File: src/rtl/mmio_io_buffer.sv
// Memory-mapped scratch bytes plus a transmit byte FIFO with a status register.
// Reads are combinational; writes, pushes and pops commit on the clock edge; tx stream is valid/ready.
module mmio_io_buffer #(
  parameter int WIDTH      = 32,
  parameter int DEPTH      = 64,
  parameter int FIFO_DEPTH = 8
) (
  input  logic             clk,
  input  logic             reset,
  input  logic             WE,
  input  logic [1:0]       size,
  input  logic             uns,
  input  logic [WIDTH-1:0] address,
  input  logic [WIDTH-1:0] WriteData,
  output logic [WIDTH-1:0] RData,
  output logic             misalign,
  output logic [7:0]       tx_data,
  output logic             tx_valid,
  input  logic             tx_ready
);

  localparam int AW = $clog2(DEPTH);
  localparam int PW = (FIFO_DEPTH > 1) ? $clog2(FIFO_DEPTH) : 1;
  localparam int CW = $clog2(FIFO_DEPTH + 1);
  localparam logic [WIDTH-1:0] TXDATA_ADDR = WIDTH'(DEPTH);
  localparam logic [WIDTH-1:0] STATUS_ADDR = WIDTH'(DEPTH + 4);

  logic [7:0]    scratch  [DEPTH];
  logic [7:0]    fifo_mem [FIFO_DEPTH];
  logic [PW-1:0] rd_ptr;
  logic [PW-1:0] wr_ptr;
  logic [CW-1:0] count;
  logic          overflow;

  logic [2:0]    nbytes;
  logic [WIDTH:0] end_addr;
  logic          hit_scratch;
  logic          hit_tx;
  logic          hit_stat;
  logic [AW-1:0] lane_idx [4];
  logic [7:0]    lane_dat [4];
  logic [15:0]   half_dat;
  logic [31:0]   word_dat;
  logic [15:0]   status_word;

  logic          wr_scratch;
  logic          push_req;
  logic          stat_wr;
  logic          full;
  logic          pop;
  logic          push;

  always_comb begin
    case (size)
      2'b00:   nbytes = 3'd1;
      2'b01:   nbytes = 3'd2;
      2'b10:   nbytes = 3'd4;
      default: nbytes = 3'd0;
    endcase
  end

  assign misalign = (size == 2'b11)
                 || (size == 2'b01 && address[0])
                 || (size == 2'b10 && address[1:0] != 2'b00);

  // An access whose last byte lies beyond the scratch region is treated as unmapped.
  assign end_addr    = {1'b0, address} + (WIDTH+1)'(nbytes);
  assign hit_scratch = !misalign && (end_addr <= (WIDTH+1)'(DEPTH));
  assign hit_tx      = !misalign && (address == TXDATA_ADDR);
  assign hit_stat    = !misalign && (address == STATUS_ADDR);

  always_comb begin
    for (int k = 0; k < 4; k++) begin
      lane_idx[k] = address[AW-1:0] + AW'(k);
      lane_dat[k] = scratch[lane_idx[k]];
    end
  end

  assign half_dat = {lane_dat[1], lane_dat[0]};
  assign word_dat = {lane_dat[3], lane_dat[2], lane_dat[1], lane_dat[0]};

  assign full = (count == CW'(FIFO_DEPTH));

  always_comb begin
    status_word       = '0;
    status_word[0]    = (count == '0);
    status_word[1]    = full;
    status_word[2]    = overflow;
    status_word[15:8] = 8'(count);
  end

  always_comb begin
    RData = '0;
    if (hit_scratch) begin
      case (size)
        2'b00:   RData = uns ? WIDTH'(lane_dat[0]) : WIDTH'($signed(lane_dat[0]));
        2'b01:   RData = uns ? WIDTH'(half_dat) : WIDTH'($signed(half_dat));
        default: RData = uns ? WIDTH'(word_dat) : WIDTH'($signed(word_dat));
      endcase
    end else if (hit_stat) begin
      RData = WIDTH'(status_word);
    end
  end

  assign wr_scratch = WE && hit_scratch;
  assign push_req   = WE && hit_tx;
  assign stat_wr    = WE && hit_stat;

  assign tx_valid = (count != '0);
  assign tx_data  = fifo_mem[rd_ptr];
  assign pop      = tx_valid && tx_ready;
  // A full FIFO still accepts a push when the head leaves on the same edge.
  assign push     = push_req && (!full || pop);

  function automatic logic [PW-1:0] ptr_inc(input logic [PW-1:0] p);
    return (p == PW'(FIFO_DEPTH - 1)) ? '0 : p + PW'(1);
  endfunction

  always_ff @(posedge clk or posedge reset) begin
    if (reset) begin
      for (int i = 0; i < DEPTH; i++) scratch[i] <= 8'(i);
    end else if (wr_scratch) begin
      for (int k = 0; k < 4; k++) begin
        if (k < int'(nbytes)) scratch[lane_idx[k]] <= WriteData[8*k +: 8];
      end
    end
  end

  always_ff @(posedge clk) begin
    if (push && !reset) fifo_mem[wr_ptr] <= WriteData[7:0];
  end

  always_ff @(posedge clk or posedge reset) begin
    if (reset) begin
      rd_ptr   <= '0;
      wr_ptr   <= '0;
      count    <= '0;
      overflow <= 1'b0;
    end else begin
      if (push) wr_ptr <= ptr_inc(wr_ptr);
      if (pop)  rd_ptr <= ptr_inc(rd_ptr);
      case ({push, pop})
        2'b10:   count <= count + CW'(1);
        2'b01:   count <= count - CW'(1);
        default: count <= count;
      endcase
      // A dropped push and a clear on the same edge leave overflow set.
      if (push_req && full && !pop)
        overflow <= 1'b1;
      else if (stat_wr && WriteData[2])
        overflow <= 1'b0;
    end
  end

endmodule

File: config.mk
export PLATFORM = sky130hd
export DESIGN_NAME = mmio_io_buffer
export DESIGN_NICKNAME = d
export VERILOG_FILES = /design/src/rtl/mmio_io_buffer.sv
export SDC_FILE = /design/constraint.sdc
export NUM_CORES = 2
export LEC_CHECK = 0
export BUFFER_PORTS_ARGS = -buffer_cell sky130_fd_sc_hd__buf_4
export CORE_MARGIN = 2
export CORE_UTILIZATION = 30
export CTS_CLUSTER_SIZE = 10
export DETAILED_ROUTE_END_ITERATION = 16
export PLACE_DENSITY_LB_ADDON = 0.3
export SLEW_MARGIN = 20
export SYNTH_ARGS = -nofsm -noshare
export SYNTH_HDL_FRONTEND = slang
export SYNTH_SLANG_ARGS = --single-unit
File: constraint.sdc
create_clock -name clk -period 18.9 [get_ports clk]
set_input_delay 1.89 -clock clk [delete_from_list [all_inputs] [get_ports clk]]
set_output_delay 1.89 -clock clk [all_outputs]
set_load 0.02 [all_outputs]
## Word-level counts from Yosys, hierarchy flattened

Memory sizes are Yosys's and may differ from the RTL's.
Cells that the tools add are included.

| storage, ports and cells | value |
|---|---|
| word-level logic and storage cells | 179 |
| input bits | 71 |
| output and inout port bits | 42 |
| flip-flop bits (word level) | 523 |
| memories | 1 |
| bits in writable memories | 64 |

| cells by class | value |
|---|---|
| reductions and logical operators | 31 |
| $lt $le $gt $ge | 13 |
| bitwise operators | 4 |
| muxes and demuxes | 44 |
| equality and inequality tests | 10 |
| $add $sub $neg | 8 |

Memories:

| name | words | width | rd ports | clocked after Yosys merged registers in | write ports | RTL line | RTL |
|---|---|---|---|---|---|---|---|
| fifo_mem | 8 | 8 | 1 | 0 | 1 | 29 | `logic [7:0] fifo_mem [FIFO_DEPTH];` |

Operators with widths:

| cell | number |
|---|---|
| 512-bit 2-to-1 mux | 7 |
| 512-bit bitwise mux | 4 |
| 8-bit binary-select mux with 6-bit select | 4 |
| 8-bit demux with 6-bit select | 4 |
| 32-bit 2-to-1 mux | 3 |
| 8-bit 2-to-1 mux | 12 |
| 32-bit by 7-bit == test with 1-bit output (second input constant) | 2 |
| 32-bit one-hot mux with 2 select lines | 1 |
| 32-bit by 3-bit adder with 33-bit output | 1 |
| 33-bit by 7-bit less-or-equal comparator with 1-bit output (second input constant) | 1 |
| 7-bit >= comparator (second input constant) | 4 |
| 7-bit by 1-bit < comparator with 1-bit output (second input constant) | 4 |
| 6-bit NOT with 7-bit output | 4 |
| 1-bit logical AND | 18 |
| 6-bit by 2-bit adder with 6-bit output (second input constant) | 2 |
| 12-bit 2-to-1 mux | 1 |
| 3-bit one-hot mux with 3 select lines | 1 |
| 4-bit one-hot mux with 2 select lines | 1 |
| 3-bit by 1-bit adder with 3-bit output (second input constant) | 2 |
| 6-bit by 1-bit adder with 6-bit output (second input constant) | 1 |
| 2-bit == test (second input constant) | 3 |
| 3-bit == test (second input constant) | 2 |
| 1-bit by 3-bit < comparator with 1-bit output (first input constant) | 2 |
| 2-bit by 3-bit < comparator with 1-bit output (first input constant) | 2 |
| other kinds (12) | 24 |

## Logic depth before layout (Yosys ltp)

| logic depth | value |
|---|---|
| depth after elaboration | 16 |
| mapped depth | 18 |
| mapped depth without buffers | 13 |

## Least setup slack after synthesis

No wires, ideal clock.

| timing | value |
|---|---|
| path type | input-to-reg |
| start point | input port reset |
| end point | memory fifo_mem[5][0], enable pin |
| required time | 18.512 ns |
| path buffers | 0 |
| stages on the path | 3 |
| path slack | 4.271 ns |
| arrival | 14.242 ns |
| library setup time | 0.388 ns |
| cell sequence | inv_1 nand3_1 nor3_1 |

| between the ends | value |
|---|---|
| word-level cells in the longest chain between the ends | 4 |

Ends and longest elaborated chain:

| element | RTL line | RTL |
|---|---|---|
| start: declaration | 9 | `input logic reset,` |
| 1-bit zero test (no line) | -- |  |
| 1-bit logical AND | 130 | `if (push && !reset) fifo_mem[wr_ptr] <= WriteData[7:0];` |
| 1-bit 2-to-1 mux | 130 |  |
| 1-bit 2-to-1 mux (not written as such) | 130 |  |
| end: declaration | 29 |  |

Every way passes these cells.

## Final worst setup path

| timing | value |
|---|---|
| start point | input port address[2] |
| end point | output port RData[19] |

| between the ends | value |
|---|---|
| word-level cells in the longest chain between the ends | 8 |
| elaborated cells between the ends (all ways) | 21 |
| those cells by class | add/sub (3); order compare (1); mux (13); bitwise (3); reduce/logical (1) |

Ends and longest elaborated chain:

| element | RTL line | RTL |
|---|---|---|
| start: declaration | 13 | `input logic [WIDTH-1:0] address,` |
| branches (longest 7 deep; another with 32-bit by 3-bit adder with 33-bit output) | -- |  |
| 32-bit 2-to-1 mux (*) | 94 | `if (hit_scratch) begin` |
| end: declaration | 15 | `output logic [WIDTH-1:0] RData,` |

Every way passes the cells marked *. The select of a mux whose other input is x is not followed.

==> out/results.ini <==
[run_status]
status = complete, no violations

[detailed_routing]
routed_via_density = 6.849
ant_nets = 0
vias = 65690
drt_pass1_iterations = 8
wire_per_inst_um = 37.25
finalWirelength_mm = 357.3
drc = 0
drt_iter0_markers = 10810

[floorplanning]
row_count = 167
coreArea_sq_mm = 0.2073
fp.dieH_um = 460.8
ios = 113
die_area_sq_mm = 0.2123
fp.dieW_um = 460.8
start_util = 0.3019

[clock_network]
holdBufCountCts = 0
cts_resized = 0
postCtsSetupBuffers = 0
cts_buffers = 82
clock_sinks = 587
clockBufferDepth = 3
cts_tree = yes
cts-root-buf = clkbuf_16
path_clk_slew_ns = 0.06
clock_latency_ns = 0.76
htree_levels = 3

[flow_run]
max_cap_viol_count = 0

[finish]
layout.nets = 6813
fin_util = 0.3282
syn_to_final_growth_pct = 8.704
finalInstanceArea_sq_mm = 0.06804
drive_gt1_frac = 0.1916

[timing]
fin_crit_ns = 10.07
setup_viol = 0
rsz0062_at_grt = false
tightest_slew_ns = 1.339
max_clock_freq_ghz = 0.09933
skew_ns = 0.01534
maxSlewViolCount = 0
tns_ns = 0
maxSlewHeadroom = 0.1075
fin_hold_ws_ns = 0.5089
hold_viol = 0
fin_crit_sh = 0.5327

[setup_path]
crit_fanout = 48
critPathKind = in2out
critPathArrivalTime_ns = 8.18
crit_path_start_kind = primary input
crit_path_end_kind = output port
required_ns = 17.01

[yosys]
synthesis.nets = 7197
synth_edf_count = 64
yosysMostFrequentCell = nand2_1
yosysWarnings = 0
ys_async_sr_fraction = 0.8910
synthFlopType = dfrtp_1
syn_inst = 7103
yosys-top-cells-area = mux4_2 (19%), dfrtp_1 (13%), mux2i_1 (9.7%)
syn_area_sq_mm = 0.06259
yosys-top-cells-count = nand2_1 (875), a21oi_1 (737), mux2i_1 (609), nor2_1 (548), mux4_2 (531)
syn_avg_cell_area_sq_um = 8.811
synth.yosys.seq_area_share = 0.2437
synth_area_leader_cell = mux4_2
ys_types = 88
ys_ff_latch = 587
yosysTopAreaCellShare = 0.1911

[global_routing]
antenna_found_initial = 28
grt_pass1_vias = 60420
grt_overflow = 0
grt_usage = 0.3273
grt_pass1_wl_mm = 494.1
grt_max_degree = 144

[placed_design]
placed_cell_area_sq_mm = 0.06530
portBuffers = 112
place_congestion = 1.111
hpwlAfterDp_mm = 242.9

[power_and_ir_drop]
p_leak_uw = 0.02561
power_uw = 3877
power.density_mw_per_mm2 = 56.98
peakVddDrop_mv = 0.06478

[worst_hold_path]
min-delay-path-class = reg2reg

## sequential cells by signal, indices dropped and copies added (netlist names)
signal and count:
wr_ptr 3, rd_ptr 3, overflow 1, count 4, fifo_mem 64, scratch 512
## layout by cell type (no fill, tap or decap), types with 19 or more instances in the layout
cell type  Yosys  layout
a211oi_1     360     360
a21oi_1      737     737
a22oi_1       21      21
a31oi_1       25      25
a32oi_1       20      20
and3_1        30      30
buf_4         53     290
clkbuf_1     515      31
clkbuf_16      0      85
dfrtp_1      331     330
dfstp_2      192     192
edfxtp_1      64      64
ha_1          21      19
inv_1        274     268
mux2_1       253     253
mux2_2        33      33
mux2i_1      609     609
mux4_2       531     531
nand2_1      875     875
nand3_1      409     409
nand4_1       34      34
nor2_1       548     518
nor2_2        14      43
nor3_1        37      33
o211ai_1     363     363
o21ai_0      239     238
o21ai_1       78      79
## per-stage QoR
| step | worst slack, ns | cells |
|---|---|---|
| final | 8.833 | 9591 |
| after global placement | 8.812 | 9423 |
| after CTS | 9.031 | 9574 |
| after floorplan | 2.684 | 7103 |
| after detailed placement | 9.006 | 9423 |
| after global routing | 8.731 | 9574 |
## routing by layer
metal	routed length (um)	global-route usage	up-vias
li1	-	-	25930
met1	125200	0.3961	32720
met2	147200	0.4656	5548
met3	51600	0.1244	1471
met4	32840	0.2512	30
met5	458	0.01010	-
## critical path, stage by stage
cell      delay [ns]
buf_4           0.58
clkinv_2        0.83
ha_4            0.97
buf_4           0.81
buf_4           0.64
mux4_2          0.40
mux4_2          0.49
nand2_1         0.10
nand2_1         0.05
o21ai_0         0.90
a21oi_1         0.17
buf_4           0.21
## path summary, 6_finish.rpt
kind | start | to | slack [ns] | depth (start not counted)
worst max-delay path | address[2] | RData[19] | 8.83 | 12
worst min-delay path | scratch[411] | scratch[411] | 0.51 | 2
worst max register to register | count[0] | count[3] | 16.47 | 9
worst min register to register | scratch[411] | scratch[411] | 0.51 | 2
max in group asynchronous | reset | scratch[214] | 14.41 | 5
min in group asynchronous | reset | scratch[424] | 1.28 | 2
## kinds of logic after synthesis
logic type | share of synthesized area
xor+xnor | 0.005358
buf+inv | 0.07141
simple gates | 0.1447
flops | 0.2437
fa+ha+maj | 0.004838
compound gates | 0.1901
mux | 0.3399
## area by class of cell
class / instances / area [sq um]
antenna: 17 / 42.54
clock buffer: 130 / 2436
clock inverter: 21 / 182.7
fill: 21330 / 139200
inverter: 276 / 1050
multi-input combinational: 5475 / 43310
sequential: 587 / 15250
tap: 2788 / 3488
timing repair buffer: 297 / 2280
## power by group
part | internal (uW) | total [uW] | switching (uW)
clock network | 899 | 1600 | 698
logic | 287 | 964 | 677
registers | 1290 | 1320 | 29.2
Power figures use the tool's default switching activity.
